--- src/rtl/emu_clk_pkg.sv ---
// Shared types and constants for the 6502 emulation cycle sequencer.
// State encoding and mode values are used by the sequencer and its bench.
package emu_clk_pkg;

    typedef enum logic [2:0] {
        ST_RES_HOLD = 3'd0,
        ST_PH1      = 3'd1,
        ST_PH2      = 3'd2,
        ST_HALT     = 3'd3,
        ST_STEP1    = 3'd4,
        ST_STEP2    = 3'd5
    } emu_state_t;

    localparam logic [1:0] MODE_RUN  = 2'b00;
    localparam logic [1:0] MODE_HALT = 2'b01;
    localparam logic [1:0] MODE_STEP = 2'b10;

endpackage

--- src/rtl/emu_div_counter.sv ---
// Half-cycle down-counter: reloads on load, otherwise counts down freely.
// tc flags the last eclk of the current phase.
module emu_div_counter #(
    parameter int W = 16
) (
    input  logic         clk,
    input  logic         load,
    input  logic [W-1:0] load_val,
    output logic [W-1:0] count,
    output logic         tc
);

    logic [W-1:0] count_q;
    logic [W-1:0] count_d;

    always_comb begin
        count_d = load ? load_val : (count_q - W'(1));
    end

    always_ff @(posedge clk) begin
        count_q <= count_d;
    end

    assign count = count_q;
    assign tc    = (count_q == '0);

endmodule

--- src/rtl/emu_cycle_ctrl.sv ---
// Two-phase CPU clock sequencer for the emulated 6502: programmable speed,
// run/halt/step modes, stretched CPU reset and a retired-cycle counter.
module emu_cycle_ctrl
    import emu_clk_pkg::*;
#(
    parameter int DIV_W      = 16,
    parameter int RES_CYCLES = 8,
    parameter int CNT_W      = 32
) (
    input  logic             eclk,
    input  logic             ereset,
    input  logic [DIV_W-1:0] div,
    input  logic [1:0]       mode,
    input  logic             step_req,
    input  logic             cpu_res_req,
    output logic             phi2,
    output logic             ph1_start,
    output logic             ph2_start,
    output logic             res_n,
    output logic             halted,
    output logic             step_ack,
    output logic [CNT_W-1:0] cycle_cnt
);

    localparam int RC_W = (RES_CYCLES > 1) ? $clog2(RES_CYCLES) : 1;
    localparam logic [RC_W-1:0] RC_LAST = RC_W'(RES_CYCLES - 1);

    emu_state_t       state_q, state_d;
    logic             phi2_q, phi2_d;
    logic             ph1_start_q, ph1_start_d;
    logic             ph2_start_q, ph2_start_d;
    logic             res_n_q, res_n_d;
    logic             halted_q, halted_d;
    logic             step_ack_q, step_ack_d;
    logic [CNT_W-1:0] cycle_cnt_q, cycle_cnt_d;
    logic [RC_W-1:0]  res_cnt_q, res_cnt_d;
    logic             res_pend_q, res_pend_d;

    logic             enter;
    logic             tc;
    logic [DIV_W-1:0] div_count;
    logic             step_ok;
    logic             run_sel;

    emu_div_counter #(.W(DIV_W)) u_div (
        .clk      (eclk),
        .load     (ereset | enter),
        .load_val (div),
        .count    (div_count),
        .tc       (tc)
    );

    assign run_sel = (mode == MODE_RUN);
    assign step_ok = (mode == MODE_STEP) || (mode == MODE_HALT) || (mode == (MODE_STEP | MODE_HALT));

    always_comb begin
        state_d     = state_q;
        phi2_d      = phi2_q;
        res_cnt_d   = res_cnt_q;
        cycle_cnt_d = cycle_cnt_q;
        res_pend_d  = res_pend_q;
        enter       = 1'b0;

        if (state_q == ST_HALT) begin
            phi2_d = 1'b0;
            if (cpu_res_req) begin
                state_d     = ST_RES_HOLD;
                enter       = 1'b1;
                res_cnt_d   = '0;
                cycle_cnt_d = '0;
                res_pend_d  = 1'b0;
            end else if (step_req && step_ok) begin
                state_d = ST_STEP1;
                enter   = 1'b1;
            end else if (run_sel) begin
                state_d = ST_PH1;
                enter   = 1'b1;
            end
        end else if (!tc) begin
            // A reset request mid-phase waits for the next phase-1 entry.
            res_pend_d = res_pend_q | cpu_res_req;
        end else if (!phi2_q) begin
            enter      = 1'b1;
            phi2_d     = 1'b1;
            res_pend_d = res_pend_q | cpu_res_req;
            case (state_q)
                ST_PH1:   state_d = ST_PH2;
                ST_STEP1: state_d = ST_STEP2;
                default:  state_d = state_q;
            endcase
        end else begin
            enter  = 1'b1;
            phi2_d = 1'b0;
            if (cpu_res_req || res_pend_q) begin
                state_d     = ST_RES_HOLD;
                res_cnt_d   = '0;
                cycle_cnt_d = '0;
                res_pend_d  = 1'b0;
            end else begin
                case (state_q)
                    ST_RES_HOLD: begin
                        if (res_cnt_q == RC_LAST) begin
                            state_d = run_sel ? ST_PH1 : ST_HALT;
                        end else begin
                            res_cnt_d = res_cnt_q + RC_W'(1);
                        end
                    end
                    ST_PH2: begin
                        state_d     = run_sel ? ST_PH1 : ST_HALT;
                        cycle_cnt_d = cycle_cnt_q + CNT_W'(1);
                    end
                    ST_STEP2: begin
                        state_d     = ST_HALT;
                        cycle_cnt_d = cycle_cnt_q + CNT_W'(1);
                    end
                    default: state_d = ST_HALT;
                endcase
            end
        end

        ph1_start_d = enter && !phi2_d && (state_d != ST_HALT);
        ph2_start_d = enter && phi2_d;
        res_n_d     = (state_d != ST_RES_HOLD);
        halted_d    = (state_d == ST_HALT);
        // Acknowledge shows on the final eclk of the stepped phase 2.
        step_ack_d  = (state_d == ST_STEP2) &&
                      (enter ? (div == '0) : (div_count == DIV_W'(1)));
    end

    always_ff @(posedge eclk) begin
        if (ereset) begin
            state_q     <= ST_RES_HOLD;
            phi2_q      <= 1'b0;
            ph1_start_q <= 1'b1;
            ph2_start_q <= 1'b0;
            res_n_q     <= 1'b0;
            halted_q    <= 1'b0;
            step_ack_q  <= 1'b0;
            cycle_cnt_q <= '0;
            res_cnt_q   <= '0;
            res_pend_q  <= 1'b0;
        end else begin
            state_q     <= state_d;
            phi2_q      <= phi2_d;
            ph1_start_q <= ph1_start_d;
            ph2_start_q <= ph2_start_d;
            res_n_q     <= res_n_d;
            halted_q    <= halted_d;
            step_ack_q  <= step_ack_d;
            cycle_cnt_q <= cycle_cnt_d;
            res_cnt_q   <= res_cnt_d;
            res_pend_q  <= res_pend_d;
        end
    end

    assign phi2      = phi2_q;
    assign ph1_start = ph1_start_q;
    assign ph2_start = ph2_start_q;
    assign res_n     = res_n_q;
    assign halted    = halted_q;
    assign step_ack  = step_ack_q;
    assign cycle_cnt = cycle_cnt_q;

endmodule

--- config.mk ---
export PLATFORM = sky130hd
export DESIGN_NAME = emu_cycle_ctrl
export DESIGN_NICKNAME = d
export VERILOG_FILES = /design/src/rtl/emu_clk_pkg.sv /design/src/rtl/emu_div_counter.sv /design/src/rtl/emu_cycle_ctrl.sv
export SDC_FILE = /design/constraint.sdc
export NUM_CORES = 1
export LEC_CHECK = 0
export CAP_MARGIN = 10
export CORE_ASPECT_RATIO = 1.4
export CORE_MARGIN = 4
export CORE_UTILIZATION = 25
export DETAILED_ROUTE_END_ITERATION = 8
export PLACE_DENSITY = 0.53
export SLEW_MARGIN = 20
export SYNTH_ARGS = -nofsm -noshare
export SYNTH_HDL_FRONTEND = slang
export SYNTH_SLANG_ARGS = --single-unit
--- constraint.sdc ---
create_clock -name eclk -period 3.5 [get_ports eclk]
set_input_delay 0.35 -clock eclk [delete_from_list [all_inputs] [get_ports eclk]]
set_output_delay 0.35 -clock eclk [all_outputs]
set_load 0.05 [all_outputs]
==> flow_summary.json, run 1 <==
{
  "final_common_cell": "dfxtp_1",
  "max-vdd-ir-drop_mv": 0.186,
  "nets": 458,
  "cts_tree": "done",
  "worst_pin_slew_ns": 0.742,
  "grt_pass1_vias": 2823,
  "start_util": 0.258,
  "leakage_nw": 1.39,
  "fin_crit_ns": 2.91,
  "cp.arrival_ns": 3.18,
  "setup_tns_ns": 0,
  "cts_buffer_depth": 2,
  "overflow": 0,
  "cts_setup_buffers": 0,
  "cts_resized": 0,
  "drv_cap": 0,
  "yosysSeqAreaShare": 0.395,
  "numCtsBuffers": 9,
  "hold_buffers": 0,
  "ys_types": 51,
  "synth_top_area_frac": 0.395,
  "cts_root_buf": "clkbuf_16",
  "globalplace.congestion": 0.792,
  "slew_violations": 0,
  "synth_area_per_cell_um2": 8.34,
  "synth_edf_count": 0,
  "outcome": "finished, final reports clean",
  "num_io_pins": 60,
  "routedWlPerCell_um": 14.0,
  "end_kind": "flop",
  "fp-row-count": 47,
  "die_y_um": 140,
  "setup_ws_ns": 0.587,
  "postLayoutCellArea_mm2": 0.00410,
  "viasPerCell": 5.03,
  "clock-skew-final_ns": 0.00758,
  "hp-class": "reg -> reg",
  "pwr_density_cell_mw_per_mm2": 397,
  "drcViolationCount": 0,
  "synth_area_mm2": 0.00309,
  "total_power_mw": 1.63,
  "maxSlewHeadroom": 0.503,
  "fmax_mhz": 343,
  "hpwlAfterDp_mm": 6.12,
  "syn_inst": 371,
  "layout_common_cells": "dfxtp_1 (61), clkdlybuf4s50_1 (59), nor2_1 (53)",
  "dp.cells": 565,
  "cts_sinks": 61,
  "drtIter0Drc": 103,
  "core_area_mm2": 0.0120,
  "drive_above_1_share": 0.0668,
  "dp_slack_ns": 0.593,
  "ys_warn_count": 0,
  "dpl-instance-area_mm2": 0.00384,
  "critPathRequiredTime_ns": 3.76,
  "chipWidth_um": 102,
  "setup_viol": 0,
  "rsz0062_at_grt": "no",
  "final_util": 0.342,
  "wl_mm": 8.12,
  "vias": 2922,
  "n_fill_cell": 1306,
  "path_clk_slew_ns": 0.05,
  "crit_path_max_fanout": 13,
  "crit_type": "reg -> reg",
  "grt_pass1_wl_mm": 13.3,
  "grtUsageTotal": 0.117,
  "n_antenna_cell": 0,
  "dieArea_mm2": 0.0142,
  "hold_slack_ns": 0.472,
  "h-tree-depth": 3,
  "final_cells": 581,
  "clk_latency_ns": 0.33,
  "ys_async_sr_fraction": 0,
  "min_period_over_period": 0.832,
  "detail-route-antenna-nets": 0,
  "antenna_found_initial": 0,
  "synth_seq_cells": 61,
  "final_hold_viol_count": 0,
  "syn_to_final_growth_pct": 32.7,
  "synth.area.top_cells": "dfxtp_1 (39%), nor2_1 (6.4%), xor2_1 (5.1%)",
  "grt_start_max_net_pins": 32,
  "synth_flop_cell": "dfxtp_1",
  "start_kind": "flop",
  "first_pass_iters": 4,
  "syn_nets": 400,
  "yosys.area.top_type": "dfxtp_1",
  "port_buffers": 59
}
kinds of logic (layout without fill, tap and decap cells):
| group | Yosys count | after routing | share of synthesized area |
|---|---|---|---|
| multiplexers | 2 | 2 | 0.00728 |
| AND/OR/NAND/NOR | 161 | 161 | 0.270 |
| adder cells (fa/ha/maj) | 7 | 7 | 0.0283 |
| XOR/XNOR | 33 | 33 | 0.0934 |
| flip-flops | 61 | 61 | 0.395 |
| buffers and inverters | 26 | 89 | 0.0332 |
| AO/OA/AOI/OAI | 81 | 81 | 0.173 |
worst max-delay path, cell delays in order, from the launching register on:
cell and delay [ns]:
dfxtp_1 0.34, or4_4 0.57, or4b_4 0.56, a2111oi_4 0.38, nor2_1 0.30, or4_1 0.56, a21oi_1 0.14
path summary, 6_finish.rpt:
kind                                startpoint            end  slack [ns]  cells after the start
worst max-delay path            u_div.count[4]  cycle_cnt[31]        0.59                      6
worst min-delay path              res_cnt_q[2]   res_cnt_q[2]        0.47                      2
worst max register to register  u_div.count[4]  cycle_cnt[31]        0.59                      6
worst min register to register    res_cnt_q[2]   res_cnt_q[2]        0.47                      2
layout make-up:
class	count	area, um^2	share of cell area
multi-input cells	284	1780	0.433
clock buffers	11	233	0.0567
clock inverters	5	27.5	0.00671
repair buffers	64	628	0.153
inverters	9	33.8	0.00823
flip-flops and latches	61	1220	0.298
well taps	147	184	0.0448
flip-flops by register name, summed over array words and instances, names as in the netlist:
| register | flops |
|---|---|
| cycle_cnt | 32 |
| halted | 1 |
| ph1_start | 1 |
| ph2_start | 1 |
| phi2 | 1 |
| res_cnt_q | 3 |
| res_n | 1 |
| res_pend_q | 1 |
| state_q | 3 |
| step_ack | 1 |
| u_div.count | 16 |
layer usage:
metal | vias up | track usage | routed length (um)
met2 | 70 | 0.200 | 4190
met5 | - | 0 | 0
met3 | 12 | 0.0341 | 456
li1 | 1463 | - | -
met4 | 0 | 0.0477 | 144
met1 | 1377 | 0.134 | 3330
where the power goes:
group / switching (mW) / leakage, nW / internal, mW
Combinational: 0.0532 / 0.761 / 0.0543
Clock: 0.308 / 0.129 / 0.473
Sequential: 0.0248 / 0.498 / 0.717
Total: 0.386 / 1.39 / 1.24
Yosys cell counts, drive strengths merged, types with 5 or more instances:
library cell  instances
a21oi                31
and3                  6
clkbuf               14
dfxtp                61
ha                    7
inv                   9
nand2                17
nand2b                5
nand3                13
nand4                 9
nor2                 53
nor3                 15
nor4                 10
o2111ai               8
o21ai                15
or3                  12
xnor2                15
xor2                 18
(Power assumes the default switching activity.)
==> run 2: changes to the inputs <==
--- a/config.mk
+++ b/config.mk
@@ -10,7 +10,7 @@
 export CORE_MARGIN = 4
 export CORE_UTILIZATION = 25
 export DETAILED_ROUTE_END_ITERATION = 8
-export PLACE_DENSITY = 0.53
+export PLACE_DENSITY = 0.55
 export SLEW_MARGIN = 20
 export SYNTH_ARGS = -nofsm -noshare
 export SYNTH_HDL_FRONTEND = slang
==> constraint.sdc (replaced) <==
create_clock -name eclk -period 2.6 [get_ports eclk]
set_input_delay 0.26 -clock eclk [delete_from_list [all_inputs] [get_ports eclk]]
set_output_delay 0.26 -clock eclk [all_outputs]
set_load 0.05 [all_outputs]
==> run 2 against run 1 <==
  * Final cell count increased by 4.3%
  * Clock-buffer cell count unchanged
  * Combinational power increased by 64%
  * Critical endpoint is now cycle_cnt[23]
  * Non-clock buffer count increased by 25
  * Critical path type unchanged
==> flow_summary.json, run 2 (synthesis results as in run 1) <==
{
  "critPathMaxStageDelay_ns": 0.53,
  "min_period_over_period": 0.983,
  "drv_cap": 0,
  "cp.buffers_inverters": 1,
  "maxSlewHeadroom": 0.598,
  "hp-class": "reg -> reg",
  "crit_chain": "or4_4, or4b_4, a2111oi_4, buf_4, o211ai_4, or4_4, a21oi_2",
  "grt_pass1_vias": 3025,
  "wl_mm": 8.50,
  "antenna_found_initial": 0,
  "dieArea_mm2": 0.0142,
  "multiInputGateArea_mm2": 0.00184,
  "numCtsBuffers": 9,
  "n_fill_cell": 1298,
  "num_io_pins": 60,
  "dp.cells": 586,
  "rsz0062_at_grt": "yes",
  "ff_latch_area_mm2": 0.00122,
  "drcViolationCount": 0,
  "cts_root_buf": "clkbuf_16",
  "port_buffers": 59,
  "final_cells": 606,
  "start_kind": "flop",
  "fmax_mhz": 391,
  "leakage_nw": 1.54,
  "vias": 3010,
  "crit_type": "reg -> reg",
  "cp.arrival_ns": 2.83,
  "path_common_cell": "or4_4",
  "fp-row-count": 47,
  "globalplace.congestion": 0.828,
  "fin_crit_ns": 2.56,
  "layout_common_cells": "dfxtp_1 (60), clkdlybuf4s50_1 (59), nor2_1 (52)",
  "cts_tree": "done",
  "max-vdd-ir-drop_mv": 0.274,
  "grtUsageTotal": 0.125,
  "start_util": 0.258,
  "slowest_stage": "or4_4",
  "first_pass_iters": 4,
  "cts_buffer_depth": 2,
  "syn_to_final_growth_pct": 42.6,
  "worst_pin_slew_ns": 0.598,
  "critPathRequiredTime_ns": 2.87,
  "final_hold_viol_count": 0,
  "setup_viol": 0,
  "outcome": "finished, final reports clean",
  "detail-route-antenna-nets": 0,
  "pwr_density_cell_mw_per_mm2": 533,
  "crit_path_max_fanout": 10,
  "routedWlPerCell_um": 14.0,
  "grt_start_max_net_pins": 23,
  "nets": 483,
  "final_util": 0.368,
  "overflow": 0,
  "total_power_mw": 2.35,
  "slew_violations": 0,
  "chipWidth_um": 102,
  "hpwlAfterDp_mm": 6.45,
  "final_common_cell": "dfxtp_1",
  "core_area_mm2": 0.0120,
  "path_clk_slew_ns": 0.06,
  "drtIter0Drc": 102,
  "largest_reg_flops": 32,
  "cts_sinks": 61,
  "drive_above_1_share": 0.144,
  "clk_latency_ns": 0.33,
  "die_y_um": 140,
  "end_kind": "flop",
  "viasPerCell": 4.97,
  "clock-skew-final_ns": 0.00756,
  "r2r_slack_ns": 0.04,
  "n_antenna_cell": 0,
  "h-tree-depth": 3,
  "grt_pass1_wl_mm": 14.2,
  "cpLargestDelayFamily": "simple AND/OR/NAND/NOR gates"
}
[run 2: changes by cell type in the layout (fill, tap and decap cells not counted), moves of 2 or more]
cell / previous run / this run
or4_1: 3 / 1
a21oi_2: 1 / 4
a21oi_1: 30 / 27
buf_12: 0 / 2
or4_4: 1 / 3
buf_4: 5 / 28
[run 2: worst paths after layout]
path | start | endpoint | depth (start not counted)
worst max register to register | u_div.count[4] | cycle_cnt[23] | 7
worst min register to register | res_cnt_q[2] | res_cnt_q[2] | 2
worst max-delay path | u_div.count[4] | cycle_cnt[23] | 7
worst min-delay path | res_cnt_q[2] | res_cnt_q[2] | 2
[run 2: per-stage QoR]
stage                     instance area [um^2]  hold slack (ns)  TNS, ns  worst slack, ns
after detailed placement                  4030            0.475  -0.0608          -0.0608
after floorplan                           3090            0.405        0           0.0496
after global placement                    4030            0.459  -0.0456          -0.0456
after global routing                      4410            0.510   -0.112          -0.0531
after CTS                                 4350            0.482  -0.0359          -0.0229
final                                     4410            0.481        0           0.0442
[run 2: report_power, final]
part | switching, mW | internal (mW) | leakage (nW) | total (mW)
combinational | 0.0833 | 0.0941 | 0.895 | 0.177
sequential | 0.0261 | 0.966 | 0.498 | 0.992
clock | 0.420 | 0.760 | 0.149 | 1.18
[run 2: routing by layer]
layer,GRT usage,wire length [um],vias to the layer above
met5,0,0,-
met4,0.0581,200,0
met3,0.0406,512,16
met2,0.215,4340,67
met1,0.135,3450,1411
li1,-,-,1516
[run 2: cell type report]
type / instances / area share
Clock buffer: 11 / 0.0550
Clock inverter: 5 / 0.0113
Inverter: 9 / 0.00766
Multi-Input combinational cell: 284 / 0.417
Sequential cell: 61 / 0.277
Tap cell: 147 / 0.0417
Timing Repair Buffer: 89 / 0.191
[run 2: repair_timing]
item / CTS / global route
hold buffers: 0 / 0
setup endpoints to repair: 4 / 19
pin swaps: 4 / 3
endpoints found under the hold margin: 0 / 0
buffers inserted: 2 / 2
resized for setup: 4 / 10
[run 2: tightest hold or removal path: stages (launching register included)]
cell and delay, ns:
dfxtp_1 0.31, nand2b_1 0.07, a21oi_1 0.06
==> run 3: changes to the inputs <==
--- a/config.mk
+++ b/config.mk
@@ -11,6 +11,7 @@
 export CORE_UTILIZATION = 25
 export DETAILED_ROUTE_END_ITERATION = 8
 export PLACE_DENSITY = 0.55
+export SKIP_CTS_REPAIR_TIMING = 1
 export SLEW_MARGIN = 20
 export SYNTH_ARGS = -nofsm -noshare
 export SYNTH_HDL_FRONTEND = slang
==> run 3 against run 2 <==
  * The flow now finishes with violations (negative setup slack)
  * Global-route usage about the same
  * Highest routed layer unchanged
  * Critical path depth stayed put
  * Worst setup slack worse by 0.14 ns
  * Utilization is 0.16 points higher
  * Power about the same
  * Largest power group unchanged
  * Cell area increased by 0.43%
  * Die area is the same
==> flow_summary.json, run 3 (synthesis results as in run 1) <==
{
  "cp.arrival_ns": 2.97,
  "max-vdd-ir-drop_mv": 0.272,
  "dp.cells": 586,
  "end_kind": "flop",
  "antenna_found_initial": 0,
  "worst_pin_slew_ns": 0.593,
  "vias": 3027,
  "routedWlPerCell_um": 14.1,
  "layout_common_cells": "dfxtp_1 (60), clkdlybuf4s50_1 (59), nor2_1 (52)",
  "path_clk_slew_ns": 0.06,
  "core_area_mm2": 0.0120,
  "wl_mm": 8.57,
  "drive_above_1_share": 0.146,
  "syn_to_final_growth_pct": 43.2,
  "globalplace.congestion": 0.828,
  "largest_reg_flops": 32,
  "startpoint": "u_div.count[5]",
  "reg2reg_to": "cycle_cnt[23]",
  "maxSlewHeadroom": 0.602,
  "min_period_over_period": 1.04,
  "cts_sinks": 61,
  "grt_start_max_net_pins": 23,
  "crit_path_max_fanout": 5,
  "grt_pass1_vias": 3004,
  "start_kind": "flop",
  "final_common_cell": "dfxtp_1",
  "failed_checks": "negative setup slack",
  "r2r_slack_ns": -0.09,
  "drcViolationCount": 0,
  "grtUsageTotal": 0.125,
  "drtIter0Drc": 78,
  "first_pass_iters": 4,
  "die_y_um": 140,
  "setup_viol": 5,
  "setup_ws_ns": -0.0918,
  "port_buffers": 59,
  "final_hold_viol_count": 0,
  "fmax_mhz": 372,
  "hp-class": "reg -> reg",
  "pwr_density_cell_mw_per_mm2": 530,
  "outcome": "finished with violations",
  "clock-skew-final_ns": 0.00766,
  "final_cells": 606,
  "endpoint": "cycle_cnt[23]",
  "fp-row-count": 47,
  "dieArea_mm2": 0.0142,
  "hpwlAfterDp_mm": 6.45,
  "crit_type": "reg -> reg",
  "detail-route-antenna-nets": 0,
  "critPathRequiredTime_ns": 2.87,
  "nets": 483,
  "start_util": 0.258,
  "final_util": 0.369,
  "rsz0062_at_grt": "yes",
  "cts_buffer_depth": 2,
  "chipWidth_um": 102,
  "cts_root_buf": "clkbuf_16",
  "viasPerCell": 5.00,
  "num_io_pins": 60,
  "leakage_nw": 1.54,
  "n_antenna_cell": 0,
  "grt_pass1_wl_mm": 14.1,
  "clk_latency_ns": 0.33,
  "overflow": 0,
  "r2r-start": "u_div.count[5]",
  "slew_violations": 0,
  "reg2reg_depth": 7,
  "h-tree-depth": 3,
  "numCtsBuffers": 9,
  "cts_tree": "done",
  "fin_crit_ns": 2.69,
  "drv_cap": 0
}
[run 3: area by class of cell]
type / count / area, um^2
fill: 1299 / 7570
tap: 147 / 184
timing repair buffer: 89 / 860
multi-input combinational: 284 / 1840
sequential: 61 / 1220
inverter: 9 / 33.8
clock buffer: 11 / 243
clock inverter: 5 / 50.0
[run 3: report_power, final]
part           switching (mW)  internal, mW
registers              0.0264         0.966
logic                  0.0834        0.0940
clock network           0.419         0.760
total                   0.529          1.82
[run 3: per-layer routing]
metal | global-route usage | vias up | share of wire
met5 | 0 | - | 0
met2 | 0.214 | 76 | 0.51
met4 | 0.0581 | 0 | 0.021
met3 | 0.0406 | 15 | 0.060
met1 | 0.136 | 1419 | 0.41
li1 | - | 1517 | -
[run 3: worst min-delay path by stage]
stage                 startpoint             end  slack (ns)  cells past startpoint
global placement    res_cnt_q[2]    res_cnt_q[2]        0.46                      2
detailed placement  res_cnt_q[2]    res_cnt_q[2]        0.47                      2
floorplan                 div[0]  u_div.count[0]        0.40                      1
global route        res_cnt_q[2]    res_cnt_q[2]        0.51                      2
CTS                 res_cnt_q[2]    res_cnt_q[2]        0.48                      2
finish              res_cnt_q[2]    res_cnt_q[2]        0.48                      2
[run 3: worst max-delay path: stages, from the launching register on]
cell,delay [ns]
dfxtp_1,0.30
or4_4,0.53
or4b_4,0.54
a2111oi_4,0.32
buf_4,0.20
o211ai_4,0.11
or4_4,0.51
a21oi_2,0.12
[run 3: stage by stage]
step                total power, mW  setup slack (ns)  area, um^2  hold slack (ns)  TNS [ns]
global route                   2.46            -0.178        4430            0.510     -1.03
finish                         2.35           -0.0918        4430            0.477    -0.302
detailed placement             1.19           -0.0608        4030            0.475   -0.0608
floorplan                      1.10            0.0496        3090            0.405         0
global placement               1.18           -0.0456        4030            0.459   -0.0456
CTS                            2.39           -0.0850        4320            0.482    -0.127
